### config.mk
export PLATFORM = sky130hd
export DESIGN_NAME = vec_wb_collect
export DESIGN_NICKNAME = d
export VERILOG_FILES = /design/src/rtl/vec_pkg.sv /design/src/rtl/vec_wb_fifo.sv /design/src/rtl/vec_wb_collect.sv
export SDC_FILE = /design/constraint.sdc
export NUM_CORES = 1
export LEC_CHECK = 0
export BUFFER_PORTS_ARGS = -buffer_cell sky130_fd_sc_hd__buf_2
export CAP_MARGIN = 20
export CORE_MARGIN = 5
export CORE_UTILIZATION = 57
export CTS_CLUSTER_SIZE = 12
export DETAILED_ROUTE_END_ITERATION = 8
export GPL_TIMING_DRIVEN = 0
export PLACE_DENSITY = 0.79
export SLEW_MARGIN = 20
export SYNTH_ARGS = -nofsm -noshare
export SYNTH_HDL_FRONTEND = slang
export SYNTH_SLANG_ARGS = --single-unit
### constraint.sdc
create_clock -name clk -period 3.18 [get_ports clk]
set_input_delay 0.636 -clock clk [delete_from_list [all_inputs] [get_ports clk]]
set_output_delay 0.636 -clock clk [all_outputs]
set_load 0.005 [all_outputs]
### src/rtl/vec_pkg.sv
// ---------------------------------------------------------------------------
// vec_pkg
// Shared helpers and encodings for the vector writeback path.
//   bitwidth(n)           : bits needed to represent the value n (min 1)
//   log2(n)               : ceil(log2(n)), used for FIFO pointer widths
//   beat_valid_offset(dw) : bit position of the valid flag in a result beat
//   beat_mask_offset(dw)  : bit position of the mask flag in a result beat
//   state_t               : writeback FSM encoding (IDLE, RUN, DRAIN)
// ---------------------------------------------------------------------------
package vec_pkg;

    function automatic int bitwidth(input int n);
        int w;
        w = 1;
        while ((longint'(1) << w) <= longint'(n)) w++;
        return w;
    endfunction

    function automatic int log2(input int n);
        int w;
        w = 0;
        while ((longint'(1) << w) < longint'(n)) w++;
        return w;
    endfunction

    // Beat layout: {valid, mask, data[dw-1:0]}
    function automatic int beat_valid_offset(input int dw);
        return dw + 1;
    endfunction

    function automatic int beat_mask_offset(input int dw);
        return dw;
    endfunction

    typedef enum logic [1:0] {
        IDLE  = 2'd0,
        RUN   = 2'd1,
        DRAIN = 2'd2
    } state_t;

endpackage

### src/rtl/vec_wb_fifo.sv
// ---------------------------------------------------------------------------
// vec_wb_fifo
// Small synchronous FIFO with a combinational head read so an entry pushed
// on one edge is visible at dout in the very next cycle.
// Ports:
//   clk, rst (async, active-low)
//   flush        : empties the FIFO (pointers and count cleared)
//   push, din    : write request / data; accepted when not full, or when
//                  a pop happens on the same edge
//   pop          : remove head; ignored when empty
//   dout         : current head entry
//   full, empty  : occupancy flags
// ---------------------------------------------------------------------------
module vec_wb_fifo
    import vec_pkg::*;
#(
    parameter int WIDTH = 8,
    parameter int DEPTH = 4
) (
    input  logic             clk,
    input  logic             rst,
    input  logic             flush,
    input  logic             push,
    input  logic             pop,
    input  logic [WIDTH-1:0] din,
    output logic [WIDTH-1:0] dout,
    output logic             full,
    output logic             empty
);

    localparam int AW = log2(DEPTH);

    logic [WIDTH-1:0] mem [DEPTH];
    logic [AW-1:0]    wr_ptr_reg;
    logic [AW-1:0]    rd_ptr_reg;
    logic [AW:0]      count_reg;
    logic             push_ok;
    logic             pop_ok;

    assign empty   = (count_reg == '0);
    assign full    = (count_reg == (AW+1)'(DEPTH));
    assign pop_ok  = pop & ~empty;
    // A full FIFO still takes a push when the head leaves on the same edge.
    assign push_ok = push & (~full | pop_ok);
    assign dout    = mem[rd_ptr_reg];

    // Pointers wrap naturally because DEPTH is a power of two.
    always_ff @(posedge clk or negedge rst) begin
        if (!rst) begin
            wr_ptr_reg <= '0;
            rd_ptr_reg <= '0;
            count_reg  <= '0;
        end else if (flush) begin
            wr_ptr_reg <= '0;
            rd_ptr_reg <= '0;
            count_reg  <= '0;
        end else begin
            if (push_ok) wr_ptr_reg <= wr_ptr_reg + AW'(1);
            if (pop_ok)  rd_ptr_reg <= rd_ptr_reg + AW'(1);
            count_reg <= count_reg + {{AW{1'b0}}, push_ok} - {{AW{1'b0}}, pop_ok};
        end
    end

    // Storage carries no reset so it can map onto distributed RAM.
    always_ff @(posedge clk) begin
        if (push_ok) mem[wr_ptr_reg] <= din;
    end

endmodule

### src/rtl/vec_wb_collect.sv
// ---------------------------------------------------------------------------
// vec_wb_collect
// Writeback collector for single-operand vector functional units. Numbers the
// incoming result beats 0..VLR-1, drops masked-off elements, buffers the rest
// (the units cannot stall) and drains them to the register-file write port.
// Ports:
//   clk, rst (async, active-low)
//   start            : begin a new operation (also aborts a running one)
//   VLR              : element count, sampled on start
//   fu_in            : {valid, mask, data} result beat
//   wr_en/idx/data   : register-file write request (FIFO head)
//   wr_ready         : write accepted this cycle
//   busy, done, err  : status; done is a one-cycle pulse, err is sticky
//   stall_cnt        : only with VEC_WB_STALL_CNT_EN; saturating count of
//                      cycles where a write was offered but not accepted
// Build option: define VEC_WB_STALL_CNT_EN to add the stall counter.
// ---------------------------------------------------------------------------
module vec_wb_collect
    import vec_pkg::*;
#(
    parameter  int DATA_WIDTH = 32,
    parameter  int MVL        = 32,
    parameter  int FIFO_DEPTH = 4,
    localparam int VW         = bitwidth(MVL) + 1
) (
    input  logic                  clk,
    input  logic                  rst,
    input  logic                  start,
    input  logic [VW-1:0]         VLR,
    input  logic [DATA_WIDTH+1:0] fu_in,
    output logic                  wr_en,
    output logic [VW-1:0]         wr_idx,
    output logic [DATA_WIDTH-1:0] wr_data,
    input  logic                  wr_ready,
    output logic                  busy,
    output logic                  done,
    output logic                  err
`ifdef VEC_WB_STALL_CNT_EN
    ,
    output logic [15:0]           stall_cnt
`endif
);

    localparam int BEAT_VALID = beat_valid_offset(DATA_WIDTH);
    localparam int BEAT_MASK  = beat_mask_offset(DATA_WIDTH);

    state_t          state_reg;
    state_t          state_next;
    logic [VW-1:0]   vlr_reg;
    logic [VW-1:0]   cnt_reg;
    logic            done_reg;
    logic            err_reg;

    logic            beat_take;
    logic            in_range;
    logic            fifo_push;
    logic            fifo_pop;
    logic            fifo_full;
    logic            fifo_empty;
    logic            overflow;
    logic            all_counted;
    logic            complete;
    logic [VW+DATA_WIDTH-1:0] fifo_dout;

    // Beats in the start cycle belong to no operation and are ignored.
    assign beat_take   = busy & fu_in[BEAT_VALID] & ~start;
    assign in_range    = (cnt_reg < vlr_reg);
    assign fifo_push   = beat_take & in_range & fu_in[BEAT_MASK];
    assign fifo_pop    = wr_en & wr_ready;
    assign overflow    = fifo_push & fifo_full & ~fifo_pop;
    assign all_counted = (cnt_reg == vlr_reg);
    assign complete    = busy & all_counted & fifo_empty;

    vec_wb_fifo #(
        .WIDTH (VW + DATA_WIDTH),
        .DEPTH (FIFO_DEPTH)
    ) u_fifo (
        .clk   (clk),
        .rst   (rst),
        .flush (start),
        .push  (fifo_push),
        .pop   (fifo_pop),
        .din   ({cnt_reg, fu_in[DATA_WIDTH-1:0]}),
        .dout  (fifo_dout),
        .full  (fifo_full),
        .empty (fifo_empty)
    );

    assign wr_en              = ~fifo_empty;
    assign {wr_idx, wr_data}  = fifo_dout;
    assign busy               = (state_reg != IDLE);
    assign done               = done_reg;
    assign err                = err_reg;

    always_comb begin
        state_next = state_reg;
        case (state_reg)
            IDLE:    state_next = IDLE;
            RUN: begin
                if (complete)                       state_next = IDLE;
                else if (all_counted & ~fifo_empty) state_next = DRAIN;
            end
            DRAIN: begin
                if (complete) state_next = IDLE;
            end
            default: state_next = IDLE;
        endcase
        // A new operation always wins, even mid-operation.
        if (start) state_next = RUN;
    end

    always_ff @(posedge clk or negedge rst) begin
        if (!rst) begin
            state_reg <= IDLE;
            vlr_reg   <= '0;
            cnt_reg   <= '0;
            done_reg  <= 1'b0;
            err_reg   <= 1'b0;
        end else begin
            state_reg <= state_next;
            done_reg  <= complete & ~start;
            if (start) begin
                vlr_reg <= VLR;
                cnt_reg <= '0;
                err_reg <= 1'b0;
            end else begin
                if (beat_take & in_range) cnt_reg <= cnt_reg + VW'(1);
                // Excess beats and FIFO overflow both lose data.
                if ((beat_take & ~in_range) | overflow) err_reg <= 1'b1;
            end
        end
    end

`ifdef VEC_WB_STALL_CNT_EN
    logic [15:0] stall_reg;

    always_ff @(posedge clk or negedge rst) begin
        if (!rst) begin
            stall_reg <= '0;
        end else if (start) begin
            stall_reg <= '0;
        end else if (wr_en & ~wr_ready & (stall_reg != 16'hFFFF)) begin
            stall_reg <= stall_reg + 16'd1;
        end
    end

    assign stall_cnt = stall_reg;
`endif

endmodule

* Yosys cells after proc, flatten, opt, wreduce, memory -nomap -nowiden
Memory sizes are Yosys's and may differ from the RTL's. Cells that the tools add are included.
Word-level totals: output and inout port bits 43, memory bits (read-only) 0, RAM bits 156, latch bits 0, logic and storage cells 65, memories 1, input port bits 45, register bits 25
Cells by class: equality and inequality tests 6, $add $sub $neg 5, bitwise logic cells 21, reduce and logical (&&, ||, !) cells 7, multipliers 0, order comparisons 1, divide/modulo/power cells 0, shifts and indexed selects 0, multiplexer cells 16
Memories:
- u_fifo.mem | words 4, bits a word 39, rd ports 1, clocked after memory_dff 0, write ports 1, RTL line vec_wb_fifo.sv:33 | logic [WIDTH-1:0] mem [DEPTH];
Operators with widths (count):
- two-way mux 2 bit | 8
- AND 1 bit | 14
- two-way mux 7 bit | 2
- nonzero test 2 bit | 5
- adder 7 x 1 -> 7 bit, second input constant | 1
- equality test 7 bit | 1
- < comparator 7 bit | 1
- inverter 1 bit | 5
- adder 2 x 1 -> 2 bit, second input constant | 2
- two-way mux 1 bit | 4
- != test 4 bit, second input constant | 1
- one-hot mux 2 bit (2 select lines) | 1
- adder 3 x 1 -> 3 bit | 1
- equality test 3 bit, second input constant | 1
- logical NOT 3 bit | 1
- two-way mux 3 bit | 1
- != test 3 bit, second input constant | 1
- subtractor 3 x 1 -> 3 bit | 1
- equality test 2 x 1 -> 1 bit, second input constant | 1
- equality test 2 bit, second input constant | 1
- bitwise OR 1 bit | 2
- AND reduction 2 bit | 1

* Depth between registers and ports, before layout
Gate-level depths: netlist of the first run.
depth after elaboration 10, mapped depth 10, mapped depth without buffers 10

* Modules after synthesis
Synthesis of the first run repeated with hierarchy kept, for this count alone.
Unflattened totals: cells, all modules 354, area total of the unflattened synthesis 7159.4 um2
Modules (own cells, without submodules):
- vec_wb_fifo | instances 1, area an instance 6104.6 um2, cells an instance 248, sequential area each 4859.7 um2
- vec_wb_collect | instances 1, area an instance 1054.8 um2, cells an instance 106, sequential area each 450.4 um2

* Least setup slack after synthesis of the first run
OpenSTA, ideal clock, no wires.
path kind input-to-reg, from input port start, to memory u_fifo.mem[0][0] (netlist name) (enable), library setup time 0.379 ns, path buffers 1, setup slack 0.668 ns, arrival 2.133 ns, cell stages on the path 4, data required time 2.801 ns, path through or3b_1 -> buf_2 -> nor4_4 -> and2_2
Between the ends: longest elaborated chain between the ends 7
Ends and longest elaborated chain:
- from (decl) | RTL line vec_wb_collect.sv:28 | input logic start,
- inverter 1 bit | RTL line vec_wb_collect.sv:66 | assign beat_take = busy & fu_in[BEAT_VALID] & ~start;
- AND 1 bit | RTL line vec_wb_collect.sv:66
- AND 1 bit (2 in series) | RTL line vec_wb_collect.sv:68 | assign fifo_push = beat_take & in_range & fu_in[BEAT_MASK];
- AND 1 bit | RTL line vec_wb_fifo.sv:44 | assign push_ok = push & (~full | pop_ok);
- two-way mux 1 bit | RTL line vec_wb_fifo.sv:66 | if (push_ok) mem[wr_ptr_reg] <= din;
- two-way mux 1 bit (implied by the code) | RTL line vec_wb_fifo.sv:66
- to (decl) | RTL line vec_wb_fifo.sv:33
No other way between the ends.

* Worst setup path in the final report of the first run
from register cnt_reg[2], to memory u_fifo.mem[1][16] (netlist name) (enable)
Between the ends: longest elaborated chain between the ends 6
Ends and longest elaborated chain:
- from (decl) | RTL line vec_wb_collect.sv:50 | logic [VW-1:0] cnt_reg;
- from (signal assigned) | RTL line vec_wb_collect.sv:127 | if (beat_take & in_range) cnt_reg <= cnt_reg + VW'(1);
- < comparator 7 bit | RTL line vec_wb_collect.sv:67 | assign in_range = (cnt_reg < vlr_reg);
- AND 1 bit (2 in series) | RTL line vec_wb_collect.sv:68
- AND 1 bit | RTL line vec_wb_fifo.sv:44
- two-way mux 1 bit | RTL line vec_wb_fifo.sv:66
- two-way mux 1 bit (implied by the code) | RTL line vec_wb_fifo.sv:66
No other way between the ends.

==> results_dict.tcl, run 1 <==
set metrics [dict create \
    startpoint_type "register" \
    startpoint "cnt_reg[2]" \
    synth_nets 404 \
    cp.depth 5 \
    worstReg2RegEnd "u_fifo.mem[1][16]" \
    path_max_fanout 39 \
    min_path_type "input pin to asynchronous set/reset pin" \
    status "finished, final reports clean" \
    area_delta_synth_final_pct 16.4 \
    crit_arrival_ps 2790 \
    ys_types 39 \
    nNetsFinal 510 \
    end_kind "register" \
    rrSetupSlack_ps 440 \
    gp_congestion 0.794 \
    grt_overflow_total 0 \
    cellLeakagePower_uw 0.00298 \
    critPathKind "register to register" \
    diodes 0 \
    worst_slew_pin_slew_ps 679 \
    root_buffer "clkbuf_16" \
    pwr-share-clk_pct 33.6 \
    ir_worst_vdd_uv 364 \
    grt_usage_pct 17.7 \
    setup_ws_ps 443 \
    max_stage_delay_ps 640 \
    internal_power_uw 4230 \
    power.switching_uw 1300 \
    syn_inst 344 \
    largest_reg_flops 156 \
    cp.required_ps 3240 \
    cts.clk_slew.worst_paths_ps 60 \
    fin_crit_ps 2740 \
    grt_setup_unrepaired "no" \
    drive_above_1_share_pct 35.2 \
    r2r_start "cnt_reg[2]" \
    antenna_left 0 \
    ys.warnings.count 0 \
    final.setup.tns_ps 0 \
    insertion_delay_ps 420 \
    stdcell_count 610 \
    first_global_vias 3617 \
    cts_tree "done" \
    cts.hold.buffers_added 0 \
    fmax_mhz 365 \
    synthFlopType "edfxtp_1" \
    async_reset_ff_share_pct 13.8 \
    whs_ps 208 \
    drc 0 \
    crit_end "u_fifo.mem[1][16]" \
    crit_path_frequent_cell "a21oi_1" \
    die_x_um 121 \
    avgRoutedWirePerCell_um 19.7 \
    antenna_found_initial 0 \
    fp.dieArea_mm2 0.0146 \
    syn-cell-area_mm2 0.00701 \
    crit_slowest_cell "and2_4" \
    grt_pass1_wl_um 19100 \
    dp.cells 578 \
    hold_viol_final 0 \
    p_seq_share_pct 48.6 \
    portBuffers 87 \
    ys_seq_elements 181 \
    coreArea_mm2 0.0120 \
    path_delay_family "simple AND/OR/NAND/NOR gates" \
    finalSetupViolations 0 \
    power_density_mw_per_mm2 679 \
    vias_per_cell 5.66 \
    fill_cells 796 \
    cts.sinks 181 \
    power.share.combinational_pct 17.8 \
    grt_max_degree 40 \
    cts_buffers 17 \
    post-place-ws_ps 6.95 \
    seq_area_frac_synth_pct 75.8 \
    start_util_pct 58.4 \
    htreeDepth 4 \
    fin_crit_sh_pct 86.1 \
    avgSynthCellArea_um2 20.4 \
    wl_um 12000 \
    max-cap-violations 0 \
    p_sw_share_pct 23.6 \
    drv_slew 0 \
    r2r_cells 5 \
    synth_edf_count 156 \
    relSlewSlack_pct 54.3 \
    vias 3452 \
    worst-path-buf-inv 0 \
    num_rows 40 \
    ios 88 \
    firstDrtPassIters 4 \
    drtIter0Drc 270 \
    die_h_um 121 \
    hpwl_um 7580 \
    worstPathCellList "ha_1, a21oi_1, a21oi_1, nor4_4, and2_4" \
    fin_worst_skew_ps 12.3 \
    cts_buffer_depth 2 \
]
synth_stat cells, types with 5 or more instances:
master	number	area, µm²
nor2_1	10	37.5
ha_1	14	175
dfrtp_1	25	626
a21oi_1	6	30.0
edfxtp_1	156	4680
buf_2	5	25.0
inv_1	14	52.6
clkbuf_1	7	26.3
nand2b_1	5	31.3
nand2_1	12	45.0
o21ai_0	8	40.0
mux4_2	39	878
placed cells by master, fill, tap and decap left out, types with 2 or more instances in the layout:
| cell | count |
|---|---|
| inv_1 | 14 |
| clkinvlp_4 | 2 |
| dfrtp_1 | 25 |
| o21ai_0 | 8 |
| nand2_1 | 12 |
| clkinv_1 | 7 |
| edfxtp_1 | 156 |
| nand3_1 | 2 |
| nand3b_1 | 2 |
| xor2_1 | 2 |
| a21oi_1 | 6 |
| buf_2 | 92 |
| nand2b_1 | 5 |
| nor4b_1 | 2 |
| clkbuf_16 | 17 |
| clkinv_2 | 2 |
| buf_1 | 2 |
| nor2_1 | 10 |
| clkbuf_1 | 9 |
| mux4_2 | 39 |
| mux2i_1 | 4 |
| xnor2_1 | 4 |
| ha_1 | 14 |
| nand4_1 | 3 |
| and2_4 | 4 |
stage by stage:
step,total power [µW],utilization [%],instance area (µm²)
2_1_floorplan,3390,-,7010
3_3_place_gp,3720,63.5,7630
3_5_place_dp,3740,63.5,7630
4_1_cts,5590,67.9,8150
5_1_grt,5800,67.9,8160
6_report,5540,67.9,8160
cell families (layout without fill, tap and decap cells):
kind of cell	count (synthesis)	after routing	synth area share, %
fa+ha+maj	15	15	2.78
buf+inv	28	147	1.59
mux	44	44	13.3
flops	181	181	75.8
compound gates	19	19	1.54
simple gates	51	51	4.32
xor+xnor	6	6	0.750
worst register-to-register path: cells and delay by family, from the launching register on:
family | cells | cell delay (ps)
AO/OA/AOI/OAI | 2 | 320
adder cells (fa/ha/maj) | 1 | 350
flip-flops | 1 | 480
AND/OR/NAND/NOR | 2 | 1220
worst min path at each step:
| stage | depth (start not counted) | endpoint | slack, ps |
|---|---|---|---|
| final | 1 | done | 210 |
| after global routing | 1 | state_reg[0] | 250 |
| after global placement | 2 | vlr_reg[2] | 510 |
| after CTS | 1 | done | 220 |
| after floorplan | 0 | cnt_reg[0] | 340 |
| after detailed placement | 1 | vlr_reg[0] | 530 |
layer usage:
| layer | GRT usage (%) | up-vias | share of wire (%) |
|---|---|---|---|
| li1 | - | 1576 | - |
| met1 | 22.5 | 1785 | 42 |
| met2 | 29.5 | 81 | 53 |
| met3 | 5.22 | 10 | 4.6 |
| met4 | 5.67 | 0 | 0.93 |
| met5 | 0 | - | 0 |
power groups by stage:
stage               Clock [µW]  Sequential (µW)  Combinational [µW]
floorplan                    0             2730                 660
global placement             0             2730                 985
detailed placement           0             2740                1000
CTS                       1880             2690                1010
global route              2010             2700                1090
finish                    1860             2690                 987
what timing repair did:
action | 4_1_cts | 5_1_grt
endpoints found under the setup margin | 0 | 156
resized for setup | 0 | 4
setup buffers | 0 | 0
area by class of cell:
class                      count  area (µm²)  area share (%)
clock buffer                  19         433            5.31
tap                          147         184            2.25
multi-input combinational    135        1590            19.5
inverter                      14        52.6           0.644
clock inverter                13        90.1            1.10
sequential                   181        5310            65.1
timing repair buffer          87         435            5.34
buffer                        14        58.8           0.721
(Power assumes the default switching activity.)
==> run 2: changes to the inputs <==
BUFFER_PORTS_ARGS = not set   (was -buffer_cell sky130_fd_sc_hd__buf_2)
CORE_UTILIZATION = 60   (was 57)
DONT_BUFFER_PORTS = 1   (was not set)
PLACE_DENSITY = 0.76   (was 0.79)
==> run 2 against run 1 <==
  * Final area decreased by 4.0%
  * Clock skew decreased by 6.9 ps
  * Routed wire length decreased by 3.7%
  * Critical path depth unchanged
  * Via count decreased by 9.4%
  * Critical endpoint is now u_fifo.mem[1][17]
  * Worst hold slack got worse by 180 ps
==> results_dict.tcl, run 2 (synthesized netlist as in run 1, its figures left out) <==
set metrics [dict create \
    drc 0 \
    antenna_left 0 \
    seqCellArea_mm2 0.00531 \
    fin_worst_skew_ps 5.40 \
    first_global_vias 3448 \
    relSlewSlack_pct 29.8 \
    power_uw 5620 \
    cp.required_ps 3210 \
    root_buffer "clkbuf_16" \
    largest_reg_flops 156 \
    insertion_delay_ps 420 \
    fill_cells 734 \
    gp_congestion 0.754 \
    end_kind "register" \
    drive_above_1_share_pct 20.9 \
    crit_slowest_cell "and2_2" \
    cts.clk_slew.worst_paths_ps 60 \
    vias_per_cell 6.01 \
    final_cell_mix "156 x edfxtp_1, 39 x mux4_2, 25 x dfrtp_1" \
    die_h_um 118 \
    drv_slew 0 \
    firstDrtPassIters 4 \
    whs_ps 26.1 \
    antenna_found_initial 0 \
    vias 3129 \
    num_rows 39 \
    multi_input_area_mm2 0.00159 \
    area_delta_synth_final_pct 11.8 \
    crit_arrival_ps 3060 \
    cts_tree "done" \
    grt_usage_pct 18.1 \
    diodes 0 \
    cts_buffers 17 \
    grt_setup_unrepaired "yes" \
    crit_path_frequent_cell "a21oi_1" \
    status "finished, final reports clean" \
    worstPathCellList "ha_1, a21oi_1, a21oi_1, nor4_4, and2_2" \
    htreeDepth 4 \
    max_stage_delay_ps 940 \
    cts_resized 0 \
    cellLeakagePower_uw 0.00269 \
    fp.dieArea_mm2 0.0139 \
    ios 88 \
    power_density_mw_per_mm2 718 \
    fmax_mhz 331 \
    cts.sinks 181 \
    critPathKind "register to register" \
    post-cts-setup-buffers 0 \
    hold_viol_final 0 \
    max-cap-violations 0 \
    portBuffers 0 \
    grt_pass1_wl_um 19100 \
    place_area_mm2 0.00719 \
    cts_buffer_depth 2 \
    fin_crit_ps 3020 \
    fin_area_mm2 0.00783 \
    worst_slew_pin_slew_ps 1050 \
    die_x_um 118 \
    wl_um 11600 \
    nNetsFinal 425 \
    startpoint_type "register" \
    avgRoutedWirePerCell_um 22.3 \
    ir_worst_vdd_uv 607 \
    grt_overflow_total 0 \
    hpwl_um 7050 \
    finalSetupViolations 0 \
    fin_crit_sh_pct 95.1 \
    drtIter0Drc 273 \
    layout_commonest_cell "edfxtp_1" \
    coreArea_mm2 0.0114 \
    grt_max_degree 40 \
    start_util_pct 61.4 \
    path_max_fanout 39 \
    min_path_type "input pin to asynchronous set/reset pin" \
    r2r_cells 5 \
]
[run 2: final timing paths]
path | from | to | slack [ps]
min reg2reg | vlr_reg[0] | vlr_reg[0] | 520
min | rst | vlr_reg[0] | 30
min in group clk | fu_in[31] | u_fifo.mem[1][31] | 310
max in group asynchronous | rst | vlr_reg[6] | 3010
max | cnt_reg[2] | u_fifo.mem[1][17] | 160
max reg2reg | cnt_reg[2] | u_fifo.mem[1][17] | 160
[run 2: where the power goes]
part / switching, µW / internal (µW)
clock network: 811 / 1310
logic: 413 / 405
registers: 35.7 / 2650
[run 2: repair_timing]
| item | in CTS | in global routing |
|---|---|---|
| hold buffers | 1 | 0 |
| setup endpoints to repair | 0 | 117 |
| endpoints found under the hold margin | 25 | 0 |
[run 2: through the flow]
stage,setup slack (ps),cells,util [%],TNS (ps)
5_1_grt,-70.6,521,68.6,-6870
3_3_place_gp,166,487,63.0,0
4_1_cts,95.4,520,68.4,0
3_5_place_dp,106,487,63.0,0
6_report,157,521,68.6,0
2_1_floorplan,668,344,-,0
[run 2: worst max-delay path: cells and delay by family, from the launching register on]
kind | cells | cell delay (ps)
simple gates | 2 | 1480
fa+ha+maj | 1 | 340
flops | 1 | 470
compound gates | 2 | 320
[run 2: routing by layer]
| metal | GRT usage, % | part of all wire (%) | up-vias |
|---|---|---|---|
| met5 | 0 | 0 | - |
| met4 | 7.10 | 1.8 | 0 |
| met3 | 6.58 | 6.2 | 22 |
| met2 | 28.0 | 51 | 96 |
| met1 | 23.6 | 41 | 1608 |
| li1 | - | - | 1403 |
[run 2: area by class of cell]
cell class	count	area share (%)
sequential	181	67.8
multi-input combinational	135	20.3
clock buffer	21	5.62
tap	143	2.28
clock inverter	11	2.01
buffer	14	0.751
inverter	14	0.671
timing repair buffer	2	0.607
==> run 3: changes to the inputs <==
CORE_UTILIZATION = 35   (was 60)
PLACE_DENSITY = not set   (was 0.76)
==> run 3 against run 2 <==
  * Cell count is 23% higher
  * First-iteration DRC count is 46% lower
  * Final area is 1.1% higher
  * Sequential power hardly changed
  * Sequential share of layout area is 0.76 points lower
  * Largest power group unchanged
  * Routed wire length is 7.5% higher
  * Combinational power hardly changed
==> results_dict.tcl, run 3 (synthesized netlist as in run 1, its figures left out) <==
set metrics [dict create \
    status "finished, final reports clean" \
    fmax_mhz 365 \
    num_rows 51 \
    place_area_mm2 0.00735 \
    fin_area_mm2 0.00792 \
    drv_slew 0 \
    worstPathCellList "ha_1, a21oi_1, a21oi_1, nor4_4, and2_4" \
    vias 3111 \
    insertion_delay_ps 420 \
    stdcell_count 642 \
    hpwl_um 7810 \
    drc 0 \
    drtIter0Drc 148 \
    power_density_mw_per_mm2 691 \
    die_h_um 152 \
    post-cts-setup-buffers 0 \
    max-cap-violations 0 \
    cp.required_ps 3230 \
    root_buffer "clkbuf_16" \
    final.setup.tns_ps 0 \
    grt_pass1_wl_um 19600 \
    path_max_fanout 39 \
    crit_path_frequent_cell "a21oi_1" \
    cts_tree "done" \
    cts.clk_slew.worst_paths_ps 70 \
    largest_reg_flops 156 \
    critPathKind "register to register" \
    fin_crit_ps 2740 \
    fin_crit_sh_pct 86.2 \
    dp.cells 609 \
    cts_buffer_depth 2 \
    power.switching_uw 1330 \
    final_cell_mix "156 x edfxtp_1, 39 x mux4_2, 25 x dfrtp_1" \
    hold_viol_final 0 \
    firstDrtPassIters 4 \
    drive_above_1_share_pct 22.3 \
    cts_buffers 17 \
    cellLeakagePower_uw 0.00266 \
    ir_worst_vdd_uv 355 \
    p_sw_share_pct 24.3 \
    portBuffers 0 \
    diodes 0 \
    first_global_vias 3497 \
    grt_max_degree 40 \
    worst_slew_pin_slew_ps 706 \
    relSlewSlack_pct 52.9 \
    vias_per_cell 4.85 \
    antenna_found_initial 0 \
    grt_usage_pct 11.6 \
    p_seq_share_pct 49.1 \
    fp.dieArea_mm2 0.0230 \
    grt_overflow_total 0 \
    crit_arrival_ps 2790 \
    startpoint_type "register" \
    internal_power_uw 4140 \
    post-place-ws_ps 371 \
    max_stage_delay_ps 660 \
    die_x_um 152 \
    power_uw 5470 \
    htreeDepth 4 \
    grt_setup_unrepaired "no" \
    ios 88 \
    min_path_type "input pin to asynchronous set/reset pin" \
    cts.sinks 181 \
    pwr-share-clk_pct 35.9 \
    coreArea_mm2 0.0196 \
    setup_ws_ps 440 \
    layout_commonest_cell "edfxtp_1" \
    start_util_pct 35.8 \
    area_delta_synth_final_pct 13.0 \
    finalSetupViolations 0 \
    antenna_left 0 \
    wl_um 12500 \
    gp_congestion 0.724 \
    power.share.combinational_pct 15.0 \
    nNetsFinal 424 \
    crit_slowest_cell "and2_4" \
    fin_worst_skew_ps 8.09 \
    avgRoutedWirePerCell_um 19.4 \
    end_kind "register" \
]
run 3: metal layers:
| layer | GRT usage (%) | vias up | wire length, µm |
|---|---|---|---|
| met2 | 19.5 | 74 | 6370 |
| met3 | 5.00 | 10 | 1030 |
| met1 | 13.4 | 1622 | 4970 |
| met4 | 3.77 | 0 | 108 |
| li1 | - | 1405 | - |
| met5 | 0 | - | 0 |
run 3: worst max-delay path: cells and delay by family (launching register included):
kind                     cells  cell delay [ps]
AO/OA/AOI/OAI                2              320
AND/OR/NAND/NOR              2             1190
flip-flops                   1              490
adder cells (fa/ha/maj)      1              360
run 3: through the flow:
step                hold WS (ps)  utilization, %
floorplan                    340               -
global placement             341            37.5
detailed placement           341            37.5
CTS                         5.71            40.4
global route                10.3            40.4
finish                      26.4            40.4
run 3: timing repair:
item,in CTS,in global routing
gates resized for setup,0,0
hold buffers,1,0
endpoints found under the hold margin,25,0
run 3: path summary, 6_finish.rpt:
| kind | from | end | slack (ps) | cells after the start |
|---|---|---|---|---|
| worst min-delay path | rst | vlr_reg[4] | 30 | 1 |
| min in group clk | fu_in[4] | u_fifo.mem[1][4] | 310 | 0 |
| worst max register to register | cnt_reg[2] | u_fifo.mem[3][13] | 440 | 5 |
| worst max-delay path | cnt_reg[2] | u_fifo.mem[3][13] | 440 | 5 |
| max in group asynchronous | rst | u_fifo.rd_ptr_reg[0] | 3000 | 1 |
| worst min register to register | vlr_reg[0] | vlr_reg[0] | 530 | 1 |
run 3: area by class of cell:
class	count	area, µm²
repair buffers	1	20.0
inverters	14	52.6
clock inverters	14	128
clock buffers	18	429
flip-flops and latches	181	5310
fillers	1814	11700
plain buffers	14	58.8
well taps	265	332
multi-input cells	135	1590
run 3: power groups by stage:
stage               sequential [µW]  clock [µW]  combinational [µW]
CTS                            2690        2020                 865
global route                   2690        2110                 923
detailed placement             2740           0                 854
finish                         2690        1960                 820
global placement               2730           0                 837
floorplan                      2730           0                 660
